## config.mk

```make
export PLATFORM = sky130hd
export DESIGN_NAME = int_ctrl_n
export DESIGN_NICKNAME = d
export VERILOG_FILES = /design/src/rtl/int_ctrl_n.sv
export SDC_FILE = /design/constraint.sdc
export NUM_CORES = 1
export LEC_CHECK = 0
export BUFFER_PORTS_ARGS = -buffer_cell sky130_fd_sc_hd__buf_2
export CAP_MARGIN = 20
export CELL_PAD_IN_SITES_DETAIL_PLACEMENT = 0
export CELL_PAD_IN_SITES_GLOBAL_PLACEMENT = 1
export CORE_MARGIN = 4
export CORE_UTILIZATION = 41
export DETAILED_ROUTE_END_ITERATION = 16
export PLACE_DENSITY = 0.86
export SLEW_MARGIN = 20
export SYNTH_ARGS = -nofsm -noshare
export SYNTH_HDL_FRONTEND = slang
export SYNTH_SLANG_ARGS = --single-unit
```

## constraint.sdc

```tcl
create_clock -name clk -period 4.59 [get_ports clk]
set_input_delay 0.2295 -clock clk [delete_from_list [all_inputs] [get_ports clk]]
set_output_delay 0.2295 -clock clk [all_outputs]
set_load 0.05 [all_outputs]
```

## src/rtl/int_ctrl_n.sv

```systemverilog
// int_ctrl_n: N-channel external interrupt controller for a single-line CPU
// interrupt input. Fixed priority (lowest index wins), per-channel mask and
// level/edge mode, one interrupt in service at a time.
module int_ctrl_n #(
  parameter int               N_CH     = 8,
  parameter int               DATA_W   = 32,
  parameter logic [DATA_W-1:0] VEC_BASE = 'h10
) (
  input  logic              clk,
  input  logic              rst,
  input  logic [N_CH-1:0]   irq_src,
  output logic              int_req,
  output logic [DATA_W-1:0] int_num,
  input  logic              int_ack,
  input  logic              eoi,
  input  logic              reg_wr,
  input  logic [1:0]        reg_addr,
  input  logic [DATA_W-1:0] reg_wdata,
  output logic [DATA_W-1:0] reg_rdata
);

  localparam int CH_W = (N_CH > 1) ? $clog2(N_CH) : 1;

  typedef enum logic [1:0] {IDLE, REQ, SVC} state_t;

  state_t            state;
  logic [N_CH-1:0]   sync1, sync2, sync3;
  logic [N_CH-1:0]   mask, mode, pending, inservice;
  logic [CH_W-1:0]   ch_q, sel;
  logic              any_cand;
  logic [N_CH-1:0]   cand, rise, w1c, ack_clr, edge_nxt, pend_nxt;
  logic              ack_take;
  logic              unused_wdata;

  // Only the low N_CH write-data bits carry register state.
  assign unused_wdata = ^{1'b0, reg_wdata};

  assign cand     = pending & mask;
  assign rise     = sync2 & ~sync3;
  assign w1c      = (reg_wr && reg_addr == 2'd2) ? reg_wdata[N_CH-1:0] : '0;
  assign ack_take = (state == REQ) && int_ack;
  assign ack_clr  = ack_take ? (N_CH'(1) << ch_q) : '0;

  // Edge channels: a new edge beats any clear in the same cycle so it is
  // never lost. Level channels simply track the synchronised input, which
  // also gives the edge->level switch its live-level replacement.
  assign edge_nxt = (pending & ~w1c & ~ack_clr) | rise;
  assign pend_nxt = (mode & edge_nxt) | (~mode & sync2);

  // Fixed-priority pick: lowest candidate index.
  always_comb begin
    sel = '0;
    for (int i = N_CH - 1; i >= 0; i--)
      if (cand[i]) sel = CH_W'(i);
    any_cand = |cand;
  end

  // Two-flop synchroniser plus a third flop for edge detection.
  always_ff @(posedge clk or posedge rst) begin
    if (rst) begin
      sync1 <= '0;
      sync2 <= '0;
      sync3 <= '0;
    end else begin
      sync1 <= irq_src;
      sync2 <= sync1;
      sync3 <= sync2;
    end
  end

  // Software-visible configuration and pending state.
  always_ff @(posedge clk or posedge rst) begin
    if (rst) begin
      mask    <= '0;
      mode    <= '0;
      pending <= '0;
    end else begin
      if (reg_wr && reg_addr == 2'd0) mask <= reg_wdata[N_CH-1:0];
      if (reg_wr && reg_addr == 2'd1) mode <= reg_wdata[N_CH-1:0];
      pending <= pend_nxt;
    end
  end

  // Request/service FSM with registered int_req/int_num/inservice.
  always_ff @(posedge clk or posedge rst) begin
    if (rst) begin
      state     <= IDLE;
      ch_q      <= '0;
      int_req   <= 1'b0;
      int_num   <= '0;
      inservice <= '0;
    end else begin
      case (state)
        IDLE: begin
          if (any_cand) begin
            ch_q    <= sel;
            int_num <= VEC_BASE + DATA_W'(sel);
            int_req <= 1'b1;
            state   <= REQ;
          end
        end
        REQ: begin
          // Ack wins over a same-cycle cancel; a higher-priority arrival
          // does not pre-empt what is already presented.
          if (int_ack) begin
            int_req   <= 1'b0;
            inservice <= ack_clr;
            state     <= SVC;
          end else if (!pending[ch_q] || !mask[ch_q]) begin
            int_req <= 1'b0;
            state   <= IDLE;
          end
        end
        SVC: begin
          int_req <= 1'b0;
          if (eoi) begin
            inservice <= '0;
            state     <= IDLE;
          end
        end
        default: begin
          int_req <= 1'b0;
          state   <= IDLE;
        end
      endcase
    end
  end

  // Combinational register read, zero-extended to DATA_W.
  always_comb begin
    reg_rdata = '0;
    case (reg_addr)
      2'd0:    reg_rdata[N_CH-1:0] = mask;
      2'd1:    reg_rdata[N_CH-1:0] = mode;
      2'd2:    reg_rdata[N_CH-1:0] = pending;
      default: reg_rdata[N_CH-1:0] = inservice;
    endcase
  end

endmodule

```

==> qor.log <==
INFO  sta            rsz0062_at_grt=no
INFO  detailed_routing route.detailed.vias_per_inst=4.77
INFO  floorplan      die_outline_area=0.00869mm2
INFO  detailed_routing wl=5790um
INFO  synth          yosys.cell_count.top_type=sky130_fd_sc_hd__dfrtp_1
INFO  sta            timing.final.max_slew_violations=0
INFO  cells_and_area area_growth_synth_to_finish=11.5%
INFO  synth          synth_area_leader_cell=sky130_fd_sc_hd__dfrtp_1
INFO  clocking       cts.htree.levels=3
INFO  global_route   grt_pass1_wl=9340um
INFO  placement      gpl.final_weighted_congestion=0.824
INFO  sta            max-slew-margin-rel=47.2%
INFO  detailed_routing detail_route.wirelength.met1=2530um
INFO  synth          yosysSeqAreaShare=52.9%
INFO  clocking       cts_sinks=63
INFO  clocking       clockRootBuffer=sky130_fd_sc_hd__clkbuf_8
INFO  detailed_routing vias=1,873
INFO  detailed_routing wl_per_cell=14.7um
INFO  placement      dp_hpwl=4190um
INFO  floorplan      design.portCount=112
INFO  worst_setup_path crit_path_start_kind=flip-flop
INFO  floorplan      die-height=93.2um
INFO  synth          synth_area_leaders=sky130_fd_sc_hd__dfrtp_1 (53%), sky130_fd_sc_hd__buf_4 (13%), sky130_fd_sc_hd__mux4_2 (6.8%)
INFO  detailed_routing detail_route.drc_violations=0
INFO  sta            setup_violations=0
INFO  status         outcome=complete, no violations
INFO  floorplan      start_util=43.1%
INFO  clocking       cts.repair.resized=0
INFO  floorplan      fp.coreArea=0.00691mm2
INFO  synth          synth_cells=241
INFO  sta            clock_skew=9.08ps
INFO  sta            timing.final.crit_share=37.1%
INFO  clocking       cts_inserted_buffers=9
INFO  clocking       post_cts_buffers=0
INFO  pwr            worst_ir_drop_vdd=184uV
INFO  placement      preCtsSetupSlack=2900ps
INFO  sta            hold_viol=0
INFO  cells_and_area fraction_of_final_layout_cells_sized_beyond_drive_strength_1=28.3%
INFO  detailed_routing highest-signal-layer=met4
INFO  detailed_routing initialDrtViolationCount=87
INFO  placement      place_area=0.00306mm2
INFO  synth          synth_enable_flop_cells=0
INFO  cells_and_area fin_nets=339
INFO  synth          yosysTopAreaCellShare=52.9%
INFO  run            drv_cap=0
INFO  clocking       clockBufferDepth=2
INFO  clocking       clkTransAtPathRegs=70ps
INFO  sta            final.min_clock_period=1700ps
INFO  global_route   aggregate_global_routing_overflow=0
INFO  worst_setup_path criticalPathCategory=flip-flop to primary output
INFO  synth          most_used_flip_flop_cell_after_synthesis=sky130_fd_sc_hd__dfrtp_1
INFO  worst_setup_path timing.critical_path.fanout_max=5
INFO  synth          synth_area=0.00298mm2
INFO  sta            fin_tns_setup=0ps
INFO  detailed_routing met3_wl_post_dr=393um
INFO  pwr            power_per_cell_area=546mW/mm2
INFO  sta            tightestPinTransition=791ps
INFO  synth          synth_warnings=0
INFO  placement      portBuffers=35
INFO  clocking       clock_insertion_delay_worst_skew=330ps
INFO  clocking       cts_hold_buf=8
INFO  floorplan      floorplan.rows=30
INFO  detailed_routing route.antenna.remaining_nets=0
INFO  cells_and_area final_area=0.00332mm2
INFO  pwr            static-leakage-power=1.60nW
INFO  global_route   grt_max_degree=64
INFO  detailed_routing detailedRoute.firstPassIterationCount=6
INFO  synth          synth_async_sr_flop_share=100%
INFO  clocking       tritoncts=yes
INFO  sta            timing.final.ws_setup=2890ps
INFO  worst_setup_path worstSetupEndpointType=primary output
INFO  worst_setup_path critical_path_required=4360ps
INFO  cells_and_area num_antenna_cells=0
INFO  global_route   antenna_found_initial=0
INFO  synth          synth_common_cells=sky130_fd_sc_hd__dfrtp_1 (63), sky130_fd_sc_hd__buf_4 (53), sky130_fd_sc_hd__nand2_1 (26)
INFO  synth          netlist-cell-type-count=35
INFO  sta            finalHoldWorstSlack=94.3ps
INFO  floorplan      die_outline_width=93.2um
INFO  synth          yosys_register_bits=63
INFO  min_path       hp-class=input port to flip-flop
INFO  detailed_routing route.met2.wl=2740um
INFO  global_route   grt_use_total=14.1%
INFO  worst_setup_path cp_data_arrival_time=1470ps
INFO  synth          synthesis.area_per_instance=12.4um2
INFO  sta            fmaxAchievable=588MHz
INFO  global_route   vias_in_the_first_global_route=1,862
-- registers in the layout, summed over array words and instances (netlist names) --
name / flops
sync3: 8
mask: 8
int_req: 1
pending: 8
mode: 8
state: 2
sync1: 8
inservice: 8
sync2: 8
int_num: 2
ch_q: 2
-- report_power, final --
part	total (mW)	leakage (nW)	internal [mW]	switching [mW]
registers	0.769	0.754	0.658	0.110
logic	0.619	0.746	0.206	0.413
clock network	0.425	0.0959	0.222	0.203
total	1.81	1.60	1.09	0.727
-- cells in the final DEF (no fill, tap or decap), types with 2 or more instances in the layout --
master | Yosys | layout
sky130_fd_sc_hd__a21bo_2 | 2 | 2
sky130_fd_sc_hd__a21o_1 | 6 | 6
sky130_fd_sc_hd__a21oi_1 | 7 | 7
sky130_fd_sc_hd__a221oi_1 | 7 | 7
sky130_fd_sc_hd__a22o_1 | 8 | 8
sky130_fd_sc_hd__a22oi_1 | 4 | 4
sky130_fd_sc_hd__and2_1 | 4 | 4
sky130_fd_sc_hd__buf_2 | 2 | 35
sky130_fd_sc_hd__clkbuf_8 | 0 | 11
sky130_fd_sc_hd__clkinv_2 | 0 | 4
sky130_fd_sc_hd__conb_1 | 1 | 52
sky130_fd_sc_hd__dfrtp_1 | 63 | 63
sky130_fd_sc_hd__dlygate4sd3_1 | 0 | 8
sky130_fd_sc_hd__inv_1 | 4 | 3
sky130_fd_sc_hd__inv_2 | 1 | 2
sky130_fd_sc_hd__mux2_2 | 16 | 16
sky130_fd_sc_hd__mux4_2 | 9 | 9
sky130_fd_sc_hd__nand2_1 | 26 | 26
sky130_fd_sc_hd__nand3_1 | 2 | 2
sky130_fd_sc_hd__nor2_1 | 6 | 6
sky130_fd_sc_hd__nor2b_1 | 2 | 2
sky130_fd_sc_hd__o21ai_0 | 2 | 2
sky130_fd_sc_hd__o41ai_1 | 2 | 2
-- metrics by stage --
| stage | std cells | util, % | power (mW) |
|---|---|---|---|
| floorplan | 292 | - | 1.29 |
| global placement | 369 | 44.4 | 1.37 |
| detailed placement | 369 | 44.4 | 1.39 |
| CTS | 393 | 48.1 | 1.83 |
| global route | 393 | 48.1 | 1.91 |
| finish | 393 | 48.1 | 1.81 |
-- layer usage --
metal,up-vias,track usage (%)
met1,933,18.9
met5,-,0
met4,0,6.96
met2,65,21.6
met3,11,3.38
li1,864,-
-- final timing paths --
path                       depth (start not counted)            to  slack, ps       start
max                                                2  reg_rdata[4]       2890  pending[4]
max in group asynchronous                          3    pending[5]       3950         rst
min in group asynchronous                          3       mask[4]        120         rst
min reg2reg                                        0      sync2[7]        350    sync1[7]
max reg2reg                                        4    pending[7]       2890    state[1]
min                                                2      state[1]         90         eoi
-- critical path, cell delays in order (launching register included) --
cell and delay (ps):
sky130_fd_sc_hd__dfrtp_1 420, sky130_fd_sc_hd__mux4_2 490, sky130_fd_sc_hd__buf_2 230
-- cell type report --
type                            count  area, um2
Inverter                            5       18.8
Clock buffer                       12        155
Clock inverter                      4       20.0
Multi-Input combinational cell    169       1170
Timing Repair Buffer               44        263
Sequential cell                    63       1580
Fill cell                         661       3590
Tap cell                           96        120
-- kinds of logic (layout without fill, tap and decap cells) --
kind of cell,after synthesis,in the layout,synth area share (%)
DFF,63,63,52.9
buffers and inverters,60,65,14.3
and+or+nand+nor,47,47,7.86
AOI/OAI and AO/OA,45,45,11.9
muxes,25,25,12.9
other,1,52,0.126
Power figures use the tool's default switching activity.
